===== src/rtl/img_rsz_pkg.sv =====
// img_rsz_pkg: shared pixel/row types and forwarding FSM states for the resize row streamer.
// Rev 1.0
`default_nettype none

package img_rsz_pkg;

  // Default geometry; the modules re-derive widths from their own parameters.
  localparam int RSZ_PKG_COLOR_W   = 8;
  localparam int RSZ_PKG_COLOR_NUM = 3;
  localparam int RSZ_PKG_WIDTH     = 8;

  typedef logic [RSZ_PKG_COLOR_W-1:0] RszPxlData_t;
  typedef RszPxlData_t [RSZ_PKG_COLOR_NUM-1:0][RSZ_PKG_WIDTH-1:0] RszPxlRow_t;

  typedef enum logic [0:0] {
    ST_IDLE = 1'b0,
    ST_SEND = 1'b1
  } rsz_fwd_state_e;

endpackage

`default_nettype wire


===== src/rtl/img_rsz_row_sel.sv =====
// img_rsz_row_sel: row-completion detect and next-row selection (IMG_RSZ_FWD_OOO_EN selects
// lowest-ready out-of-order mode instead of strict row order). Rev 1.0
`default_nettype none

module img_rsz_row_sel
  import img_rsz_pkg::*;
#(
  parameter int WIDTH  = 8,
  parameter int HEIGHT = 8,
  localparam int POS_W = $clog2(HEIGHT)
) (
  input  logic                          clk,
  input  logic                          rst,
  input  logic [HEIGHT-1:0][WIDTH-1:0]  blk_is_exec,
  input  logic                          capture,
  output logic                          tgt_vld,
  output logic [POS_W-1:0]              tgt_row,
  output logic                          tgt_last
);

  localparam logic [POS_W-1:0] LAST_ROW = POS_W'(HEIGHT - 1);

  logic [HEIGHT-1:0] row_done;

  for (genvar h = 0; h < HEIGHT; h++) begin : g_row_done
    assign row_done[h] = &blk_is_exec[h];
  end

`ifdef IMG_RSZ_FWD_OOO_EN
  logic [HEIGHT-1:0] done_mask;
  logic [POS_W-1:0]  cap_cnt;

  // Downward scan so the lowest eligible index wins.
  always_comb begin
    tgt_vld = 1'b0;
    tgt_row = '0;
    for (int h = HEIGHT - 1; h >= 0; h--) begin
      if (row_done[h] && !done_mask[h]) begin
        tgt_vld = 1'b1;
        tgt_row = POS_W'(h);
      end
    end
  end

  assign tgt_last = (cap_cnt == LAST_ROW);

  always_ff @(posedge clk) begin
    if (rst) begin
      done_mask <= '0;
      cap_cnt   <= '0;
    end else if (capture) begin
      if (tgt_last) begin
        done_mask <= '0;
        cap_cnt   <= '0;
      end else begin
        done_mask <= done_mask | (HEIGHT'(1) << tgt_row);
        cap_cnt   <= cap_cnt + POS_W'(1);
      end
    end
  end
`else
  logic [POS_W-1:0] row_ptr;

  assign tgt_row  = row_ptr;
  assign tgt_vld  = row_done[row_ptr];
  assign tgt_last = (row_ptr == LAST_ROW);

  always_ff @(posedge clk) begin
    if (rst) begin
      row_ptr <= '0;
    end else if (capture) begin
      row_ptr <= tgt_last ? '0 : row_ptr + POS_W'(1);
    end
  end
`endif

endmodule

`default_nettype wire


===== src/rtl/img_rsz_row_stream.sv =====
// img_rsz_row_stream: forwards completed resized rows one per handshake and flushes them from the
// buffer; IMG_RSZ_FWD_OOO_EN enables out-of-order row forwarding. Rev 1.0
`default_nettype none

module img_rsz_row_stream
  import img_rsz_pkg::*;
#(
  parameter int RSZ_IMG_WIDTH_SIZE  = 8,
  parameter int RSZ_IMG_HEIGHT_SIZE = 8,
  parameter int PXL_PRIM_COLOR_W    = 8,
  parameter int PXL_PRIM_COLOR_NUM  = 3,
  parameter int FRM_CNT_W           = 16,
  localparam int POS_W = $clog2(RSZ_IMG_HEIGHT_SIZE)
) (
  input  logic Clk,
  input  logic Reset,
  input  logic [PXL_PRIM_COLOR_NUM-1:0][RSZ_IMG_HEIGHT_SIZE-1:0][RSZ_IMG_WIDTH_SIZE-1:0][PXL_PRIM_COLOR_W-1:0] FcRszPxlBuf,
  input  logic [RSZ_IMG_HEIGHT_SIZE-1:0][RSZ_IMG_WIDTH_SIZE-1:0] BlkIsExec,
  output logic [RSZ_IMG_HEIGHT_SIZE-1:0] FlushBlkYMsk,
  output logic                           FlushVld,
  output logic [PXL_PRIM_COLOR_NUM-1:0][RSZ_IMG_WIDTH_SIZE-1:0][PXL_PRIM_COLOR_W-1:0] FwdRszRowDat,
  output logic [POS_W-1:0]               FwdRszPosY,
  output logic                           FwdRszLast,
  output logic                           FwdRszVld,
  input  logic                           FwdRszRdy,
  output logic [FRM_CNT_W-1:0]           FwdFrmCnt
);

  rsz_fwd_state_e state;

  logic             tgt_vld;
  logic             tgt_last;
  logic [POS_W-1:0] tgt_row;
  logic             handshake;
  logic             capture;
  logic [PXL_PRIM_COLOR_NUM-1:0][RSZ_IMG_WIDTH_SIZE-1:0][PXL_PRIM_COLOR_W-1:0] row_dat;

  img_rsz_row_sel #(
    .WIDTH  (RSZ_IMG_WIDTH_SIZE),
    .HEIGHT (RSZ_IMG_HEIGHT_SIZE)
  ) u_row_sel (
    .clk         (Clk),
    .rst         (Reset),
    .blk_is_exec (BlkIsExec),
    .capture     (capture),
    .tgt_vld     (tgt_vld),
    .tgt_row     (tgt_row),
    .tgt_last    (tgt_last)
  );

  assign handshake = FwdRszVld & FwdRszRdy;
  // Reset gating keeps a handshake during reset from flushing a row that is then discarded.
  assign capture   = ~Reset & tgt_vld & ((state == ST_IDLE) | handshake);

  assign FlushVld     = capture;
  assign FlushBlkYMsk = capture ? (RSZ_IMG_HEIGHT_SIZE'(1) << tgt_row) : '0;

  always_comb begin
    row_dat = '0;
    for (int c = 0; c < PXL_PRIM_COLOR_NUM; c++) begin
      for (int w = 0; w < RSZ_IMG_WIDTH_SIZE; w++) begin
        row_dat[c][w] = FcRszPxlBuf[c][tgt_row][w];
      end
    end
  end

  always_ff @(posedge Clk) begin
    if (Reset) begin
      state        <= ST_IDLE;
      FwdRszVld    <= 1'b0;
      FwdRszLast   <= 1'b0;
      FwdRszPosY   <= '0;
      FwdRszRowDat <= '0;
      FwdFrmCnt    <= '0;
    end else begin
      if (capture) begin
        FwdRszRowDat <= row_dat;
        FwdRszPosY   <= tgt_row;
        FwdRszLast   <= tgt_last;
        FwdRszVld    <= 1'b1;
        state        <= ST_SEND;
      end else if (handshake) begin
        FwdRszVld    <= 1'b0;
        state        <= ST_IDLE;
      end
      if (handshake && FwdRszLast) begin
        FwdFrmCnt <= FwdFrmCnt + FRM_CNT_W'(1);
      end
    end
  end

endmodule

`default_nettype wire


===== config.mk =====
export PLATFORM = sky130hd
export DESIGN_NAME = img_rsz_row_stream
export DESIGN_NICKNAME = d
export VERILOG_FILES = /design/src/rtl/img_rsz_pkg.sv /design/src/rtl/img_rsz_row_sel.sv /design/src/rtl/img_rsz_row_stream.sv
export SDC_FILE = /design/constraint.sdc
export NUM_CORES = 1
export LEC_CHECK = 0
export CELL_PAD_IN_SITES_DETAIL_PLACEMENT = 0
export CELL_PAD_IN_SITES_GLOBAL_PLACEMENT = 1
export CORE_AREA = 2 2 703 705
export CTS_CLUSTER_SIZE = 20
export DETAILED_ROUTE_END_ITERATION = 8
export DIE_AREA = 0 0 705 707
export DONT_BUFFER_PORTS = 1
export HOLD_SLACK_MARGIN = 0.15
export PLACE_DENSITY = 0.3
export SYNTH_ARGS = -nofsm -noshare
export SYNTH_HDL_FRONTEND = slang
export SYNTH_SLANG_ARGS = --single-unit

===== constraint.sdc =====
create_clock -name Clk -period 1.9 [get_ports Clk]
set_input_delay 0.19 -clock Clk [delete_from_list [all_inputs] [get_ports Clk]]
set_output_delay 0.19 -clock Clk [all_outputs]
set_load 0.02 [all_outputs]

==> out/results.ini, run 1 <==
[floorplan]
die-area_mm2 = 0.498
rows = 258
die_w_um = 705
die_h_um = 707
core_region_area_mm2 = 0.492
initial_core_util = 0.0432
ios = 1825

[run_status]
violations = negative setup slack
status = complete, but fails checks

[synth]
syn_nets = 3510
synth-main-ff-cell = dfxtp_1
synth.distinct_cells = 39
yosysWarnings = 0
yosys_register_bits = 216
async_reset_ff_frac = 0
synth-edff-count = 0
avgSynthCellArea_um2 = 11.2
seq_area_frac_synth = 0.204
syn_area_mm2 = 0.0212
syn_inst = 1900

[global_route]
grt_pass1_wl_um = 326000
grt_use_total = 0.105
antenna_found_initial = 340
grt_pass1_vias = 23100
grt_max_degree = 405
grt.overflow.total = 0

[critical_path]
start_kind = flip-flop
cp-end-kind = flip-flop
worstPathMaxFanout = 7
critical_path_class = flip-flop to flip-flop
r2r_cells = 11
worstPathRequired_ns = 2.43
arrival_ns = 3.40

[sta]
tightest_slew_ns = 1.29
layout_setup_ws_ns = -0.966
drv_slew = 0
fmax_mhz = 349
fin_crit_ns = 2.87
slew_headroom = 0.140
setup_tns_ns = -178.44
rsz0062_at_grt = yes
hold_violations = 0
clock_skew_ns = 0.0382
period_share = 1.51
setup_viol = 209

[detailed_routing]
drt_first_pass_iters = 7
drtIter0Drc = 2025
viasPerCell = 2.53
wl_per_cell_um = 29.9
remaining_drc_errors = 0
vias = 23600
wl_um = 280000
final_antenna_net_count = 0

[finish]
layout.nets = 4272
utilization = 0.0816
drive_gt1_frac = 0.356
area_growth_pct = 89.0

[cts]
root_buffer = clkbuf_16
clk_latency_ns = 0.68
clockBufferDepth = 3
cts_sinks = 216
cts_htree_levels = 2
clkTransAtPathRegs_ns = 0.06
numCtsBuffers = 39
cts_tree = yes

[placed_design]
globalplace.congestion = 1.03
post-place-ws_ns = -1.53
io_buffers = 0
hpwlAfterDp_um = 242000

[pwr]
comb_power_share = 0.206
clock_power_share = 0.500
sequentialPowerShare = 0.294
peakVddDrop_v = 0.000571
p_int_mw = 10.8
p_per_area_mw_per_mm2 = 387
switching_power_mw = 4.74
power_leakage_nw = 12.7
sw_frac_of_total = 0.305

[hold_path]
min-delay-path-class = primary input to flip-flop
hold_depth = 4

[flow_run]
drv_cap = 0

[synthesized netlist by cell type (2+ instances only)]
| cell | n | area [µm²] |
|---|---|---|
| or3_1 | 4 | 25.0 |
| dfxtp_1 | 216 | 4320 |
| o22ai_1 | 2 | 12.5 |
| mux2_2 | 24 | 270 |
| and3_1 | 3 | 18.8 |
| a21oi_1 | 197 | 986 |
| mux4_2 | 384 | 8650 |
| nor2_1 | 21 | 78.8 |
| nand4b_1 | 2 | 17.5 |
| nor2b_1 | 192 | 1200 |
| mux2_4 | 169 | 2540 |
| nor3_1 | 8 | 40.0 |
| o21ai_0 | 4 | 20.0 |
| buf_2 | 44 | 220 |
| nand4_1 | 18 | 113 |
| xor2_1 | 5 | 43.8 |
| and2_1 | 6 | 37.5 |
| nand2_1 | 405 | 1520 |
| buf_6 | 19 | 214 |
| xnor2_1 | 6 | 52.6 |
| buf_4 | 6 | 45.0 |
| inv_1 | 6 | 22.5 |
| ha_1 | 7 | 87.6 |
| buf_1 | 19 | 71.3 |
| mux2i_1 | 6 | 60.1 |
| nand3_1 | 3 | 15.0 |
| nor4_1 | 4 | 25.0 |
| clkbuf_1 | 109 | 409 |
[power groups by stage]
stage	Sequential [mW]	Clock [mW]	Combinational [mW]
2_1_floorplan	4.66	0	1.06
3_3_place_gp	4.67	0	1.78
3_5_place_dp	4.67	0	1.77
4_1_cts	4.57	8.31	2.91
5_1_grt	4.57	8.33	3.34
6_report	4.57	7.76	3.20
[per-layer routing]
layer | wire length (µm) | GRT usage
met4 | 12800 | 0.0384
met2 | 132000 | 0.175
met5 | 918 | 0.00260
met1 | 104000 | 0.117
met3 | 29800 | 0.0480
[what timing repair did]
item / CTS / global route
setup buffers: 28 / 6
cloned: 9 / 6
gates resized for setup: 86 / 39
endpoints found under the hold margin: 165 / 68
pin swaps: 7 / 5
endpoints found under the setup margin: 209 / 212
hold buffers: 545 / 88
[state kept, by name, indices dropped and copies added, names as in the netlist]
| name | cells |
|---|---|
| FwdRszRowDat | 192 |
| FwdFrmCnt | 16 |
| FwdRszPosY | 3 |
| u_row_sel.tgt_row | 3 |
| FwdRszLast | 1 |
| state | 1 |
[final timing paths]
kind                              from  slack [ns]                 to
hold / removal        FcRszPxlBuf[803]        0.17   FwdRszRowDat[99]
hold reg to reg       FwdRszRowDat[21]        0.61   FwdRszRowDat[21]
setup reg to reg  u_row_sel.tgt_row[2]       -0.97  FwdRszRowDat[177]
setup / recovery  u_row_sel.tgt_row[2]       -0.97  FwdRszRowDat[177]
[cell type report]
class | instances | area, µm²
antenna | 149 | 373
clock buffer | 58 | 1190
clock inverter | 9 | 105
fill | 56800 | 452000
inverter | 7 | 33.8
multi-input combinational | 1480 | 16000
sequential | 216 | 4340
tap | 6500 | 8130
timing repair buffer | 918 | 9870
[cell usage in the layout, fill, tap and decap left out, drive strengths merged]
cell	count
dlygate4sd3	631
nand2	406
mux4	384
buf	280
dfxtp	216
a21oi	197
mux2	193
nor2b	192
diode	149
clkbuf	64
nor2	21
nand4	18
nor3	8
ha	7
inv	7
xnor2	6
mux2i	6
clkinv	6
and2	6
xor2	5
nor4	4
o21ai	4
or3	4
nand3	3
and3	3
nand4b	2
bufinv	2
o22ai	2
o32ai	2
nand2b	1
a221oi	1
o22a	1
nor3b	1
o221ai	1
o32a	1
a31o	1
clkinvlp	1
bufbuf	1
[logic make-up after synthesis]
logic type / synth area share
AOI/OAI and AO/OA: 0.0516
xor gates and xnor gates: 0.00454
adders and majority gates: 0.00413
buffers and inverters: 0.0465
DFF: 0.204
muxes: 0.543
and+or+nand+nor: 0.147
[worst max-delay path, stage by stage, from the launching register on]
cell      delay, ns
dfxtp_4        0.40
buf_6          0.19
buf_4          0.14
nor3_1         0.37
a221oi_2       0.12
buf_4          0.16
o32a_4         0.34
buf_8          0.20
buf_16         0.13
buf_16         0.14
buf_16         0.19
mux2_4         0.29
[through the flow]
stage	hold WS (ns)	total power, mW	area (µm²)	cells
floorplan	0.434	5.72	21500	1900
global placement	0.314	6.45	30900	8446
detailed placement	0.316	6.44	30900	8446
CTS	-0.444	15.8	38500	9094
global route	0.151	16.2	40000	9281
finish	0.173	15.5	40100	9337
Power figures use the tool's default switching activity.
==> run 2: changes to the inputs <==
--- a/config.mk
+++ b/config.mk
@@ -5,14 +5,13 @@
 export SDC_FILE = /design/constraint.sdc
 export NUM_CORES = 1
 export LEC_CHECK = 0
-export CELL_PAD_IN_SITES_DETAIL_PLACEMENT = 0
-export CELL_PAD_IN_SITES_GLOBAL_PLACEMENT = 1
-export CORE_AREA = 2 2 703 705
+export CORE_AREA = 2 2 712 714
 export CTS_CLUSTER_SIZE = 20
 export DETAILED_ROUTE_END_ITERATION = 8
-export DIE_AREA = 0 0 705 707
+export DIE_AREA = 0 0 714 716
 export DONT_BUFFER_PORTS = 1
 export HOLD_SLACK_MARGIN = 0.15
+export MAX_ROUTING_LAYER = met4
 export PLACE_DENSITY = 0.3
 export SYNTH_ARGS = -nofsm -noshare
 export SYNTH_HDL_FRONTEND = slang
==> run 2 against run 1 <==
Net effect:
- die area increased by 2.6%
- the run still ends with negative setup slack left
- combinational power grew 43%
- final area is 23% higher
- critical endpoint is now FwdRszRowDat[110]
- sequential share of layout area is 2.1 points lower
- critical path type unchanged
- highest routed layer is now met4
- clock power is 3.2% higher
==> out/results.ini, run 2 (synthesized netlist as in run 1, its figures left out) <==
[pwr]
sequentialPowerShare = 0.266  ; was 0.294
p_int_mw = 11.6  ; was 10.8 mW
peakVddDrop_v = 0.000629  ; was 0.000571 V
power_leakage_nw = 16.1  ; was 12.7 nW
clock_power_share = 0.467  ; was 0.500
p_total_mw = 17.1  ; was 15.5 mW
comb_power_share = 0.267  ; was 0.206
switching_power_mw = 5.51  ; was 4.74 mW
p_per_area_mw_per_mm2 = 347  ; was 387 mW/mm²
sw_frac_of_total = 0.321  ; was 0.305

[global_route]
grt_pass1_vias = 26600  ; was 23100
grtUsageMet1 = 0.136  ; was 0.117
gr-usage-met2 = 0.202  ; was 0.175
grt_use_total = 0.125  ; was 0.105
grt.overflow.total = 0  ; unchanged
grt_max_degree = 217  ; was 405
grt_pass1_wl_um = 383000  ; was 326000 µm
busiest_layer = met2  ; unchanged
antenna_found_initial = 332  ; was 340
met3_usage = 0.0574  ; was 0.0480

[critical_path]
cp_slowest_cell = o32a_4  ; was dfxtp_4
crit_chain = buf_12 -> buf_6 -> nand4_1 -> o32ai_2 -> nor2_2 -> buf_4 -> o32a_4 -> buf_12 -> buf_12 -> clkbuf_16 -> buf_16 -> mux2_4  ; was buf_6 -> buf_4 -> nor3_1 -> a221oi_2 -> buf_4 -> o32a_4 -> buf_8 -> buf_16 -> buf_16 -> buf_16 -> mux2_4
cp_slowest_stage_delay_ns = 0.38  ; was 0.40 ns
rrSetupSlack_ns = -0.75  ; was -0.97 ns
arrival_ns = 3.24  ; was 3.40 ns
critical_path_class = flip-flop to flip-flop  ; unchanged
start_kind = flip-flop  ; unchanged
worstPathRequired_ns = 2.48  ; was 2.43 ns
cpMostUsedCell = buf_12  ; was buf_16
worstPathMaxFanout = 6  ; was 7
cp-end-kind = flip-flop  ; unchanged

[sta]
hold_violations = 0  ; unchanged
drv_slew = 0  ; unchanged
fin_crit_ns = 2.65  ; was 2.87 ns
tightest_slew_ns = 1.24  ; was 1.29 ns
setup_viol = 208  ; was 209
fmax_mhz = 377  ; was 349 MHz
slew_headroom = 0.177  ; was 0.140
whs_ns = 0.197  ; was 0.173 ns
clock_skew_ns = 0.0336  ; was 0.0382 ns
rsz0062_at_grt = yes  ; unchanged
period_share = 1.40  ; was 1.51
layout_setup_ws_ns = -0.753  ; was -0.966 ns

[finish]
layout_common_cells = 1132 x dlygate4sd3_1, 384 x mux4_2, 236 x nand2_1  ; was 631 x dlygate4sd3_1, 405 x nand2_1, 384 x mux4_2
area_growth_pct = 133  ; was 89.0%
layout.nets = 4905  ; was 4272
largest_registers = FwdRszRowDat x192, FwdFrmCnt x16  ; unchanged
largest_register_ffs = 192  ; unchanged
drive_gt1_frac = 0.418  ; was 0.356
final_common_cell = dlygate4sd3_1  ; unchanged
top_register = FwdRszRowDat  ; unchanged

[cts]
clk_latency_ns = 0.69  ; was 0.68 ns
numCtsBuffers = 40  ; was 39
cts_tree = yes  ; unchanged
cts_htree_levels = 2  ; unchanged
clkTransAtPathRegs_ns = 0.06  ; about the same
root_buffer = clkbuf_16  ; unchanged
clockBufferDepth = 3  ; unchanged
cts_sinks = 216  ; unchanged

[floorplan]
rows = 261  ; was 258
die_h_um = 716  ; was 707 µm
die_w_um = 714  ; was 705 µm
initial_core_util = 0.0421  ; was 0.0432
core_region_area_mm2 = 0.504  ; was 0.492 mm²
ios = 1825  ; unchanged
die-area_mm2 = 0.511  ; was 0.498 mm²

[detailed_routing]
drtIter0Drc = 2321  ; was 2025
final_antenna_net_count = 0  ; unchanged
remaining_drc_errors = 0  ; unchanged
wl_um = 331000  ; was 280000 µm
wl_per_cell_um = 32.0  ; was 29.9 µm
vias = 26700  ; was 23600
viasPerCell = 2.59  ; was 2.53
drt_first_pass_iters = 5  ; was 7

[hold_path]
min-delay-path-class = primary input to flip-flop  ; unchanged

[placed_design]
io_buffers = 0  ; unchanged
hpwlAfterDp_um = 275000  ; was 242000 µm
globalplace.congestion = 1.02  ; was 1.03

[flow_run]
drv_cap = 0  ; unchanged

[run_status]
status = complete, but fails checks  ; unchanged
violations = negative setup slack  ; unchanged

run 2: what timing repair did:
| item | 4_1_cts | 5_1_grt |
|---|---|---|
| hold buffers | 1101 | 37 |
| gates cloned | 34 | 11 |
| gates resized for setup | 471 | 148 |
| setup endpoints to repair | 212 | 216 |
| buffers inserted | 90 | 38 |
| pin swaps | 112 | 38 |
| hold endpoints to repair | 183 | 40 |
run 2: stage by stage:
stage,area [µm²],util,cells,TNS (ns),worst slack (ns)
after CTS,47500,0.0944,9964,-124.35,-0.925
after detailed placement,31600,0.0627,8674,-129.26,-1.12
after floorplan,21500,-,1900,-6.89,-0.0457
final,49500,0.0983,10300,-132.92,-0.753
after global routing,49400,0.0981,10300,-149.39,-0.862
after global placement,31600,0.0627,8674,-128.87,-1.13
run 2: final timing paths:
kind	start	to	cells after the start
worst max-delay path	u_row_sel.tgt_row[0]	FwdRszRowDat[110]	12
worst min-delay path	FcRszPxlBuf[572]	FwdRszRowDat[124]	4
worst max register to register	u_row_sel.tgt_row[0]	FwdRszRowDat[110]	12
worst min register to register	FwdFrmCnt[0]	FwdFrmCnt[0]	2
run 2: critical path, delay by kind of cell, from the launching register on:
family | cells | cell delay, ns
flops | 1 | 0.37
simple gates | 2 | 0.19
mux | 1 | 0.29
compound gates | 2 | 0.61
buf+inv | 7 | 1.02
run 2: power by group through the flow:
stage / sequential, mW / combinational [mW] / clock (mW)
after global placement: 4.66 / 1.71 / 0
final: 4.57 / 4.57 / 8.01
after floorplan: 4.66 / 1.06 / 0
after detailed placement: 4.66 / 1.70 / 0
after global routing: 4.56 / 4.75 / 8.56
after CTS: 4.57 / 4.47 / 8.48
run 2: layout make-up:
class	count	area (µm²)
fill	57900	454000
timing repair buffer	1550	17300
inverter	7	33.8
tap	6706	8390
clock buffer	49	1110
sequential	216	4340
multi-input combinational	1480	17400
antenna	298	746
clock inverter	22	230
run 2: layer usage:
metal	vias up	wire length, µm	share of wire
met3	687	39100	0.12
met5	-	0	0
li1	10400	-	-
met2	2321	154000	0.46
met4	0	14300	0.043
met1	13300	124000	0.37
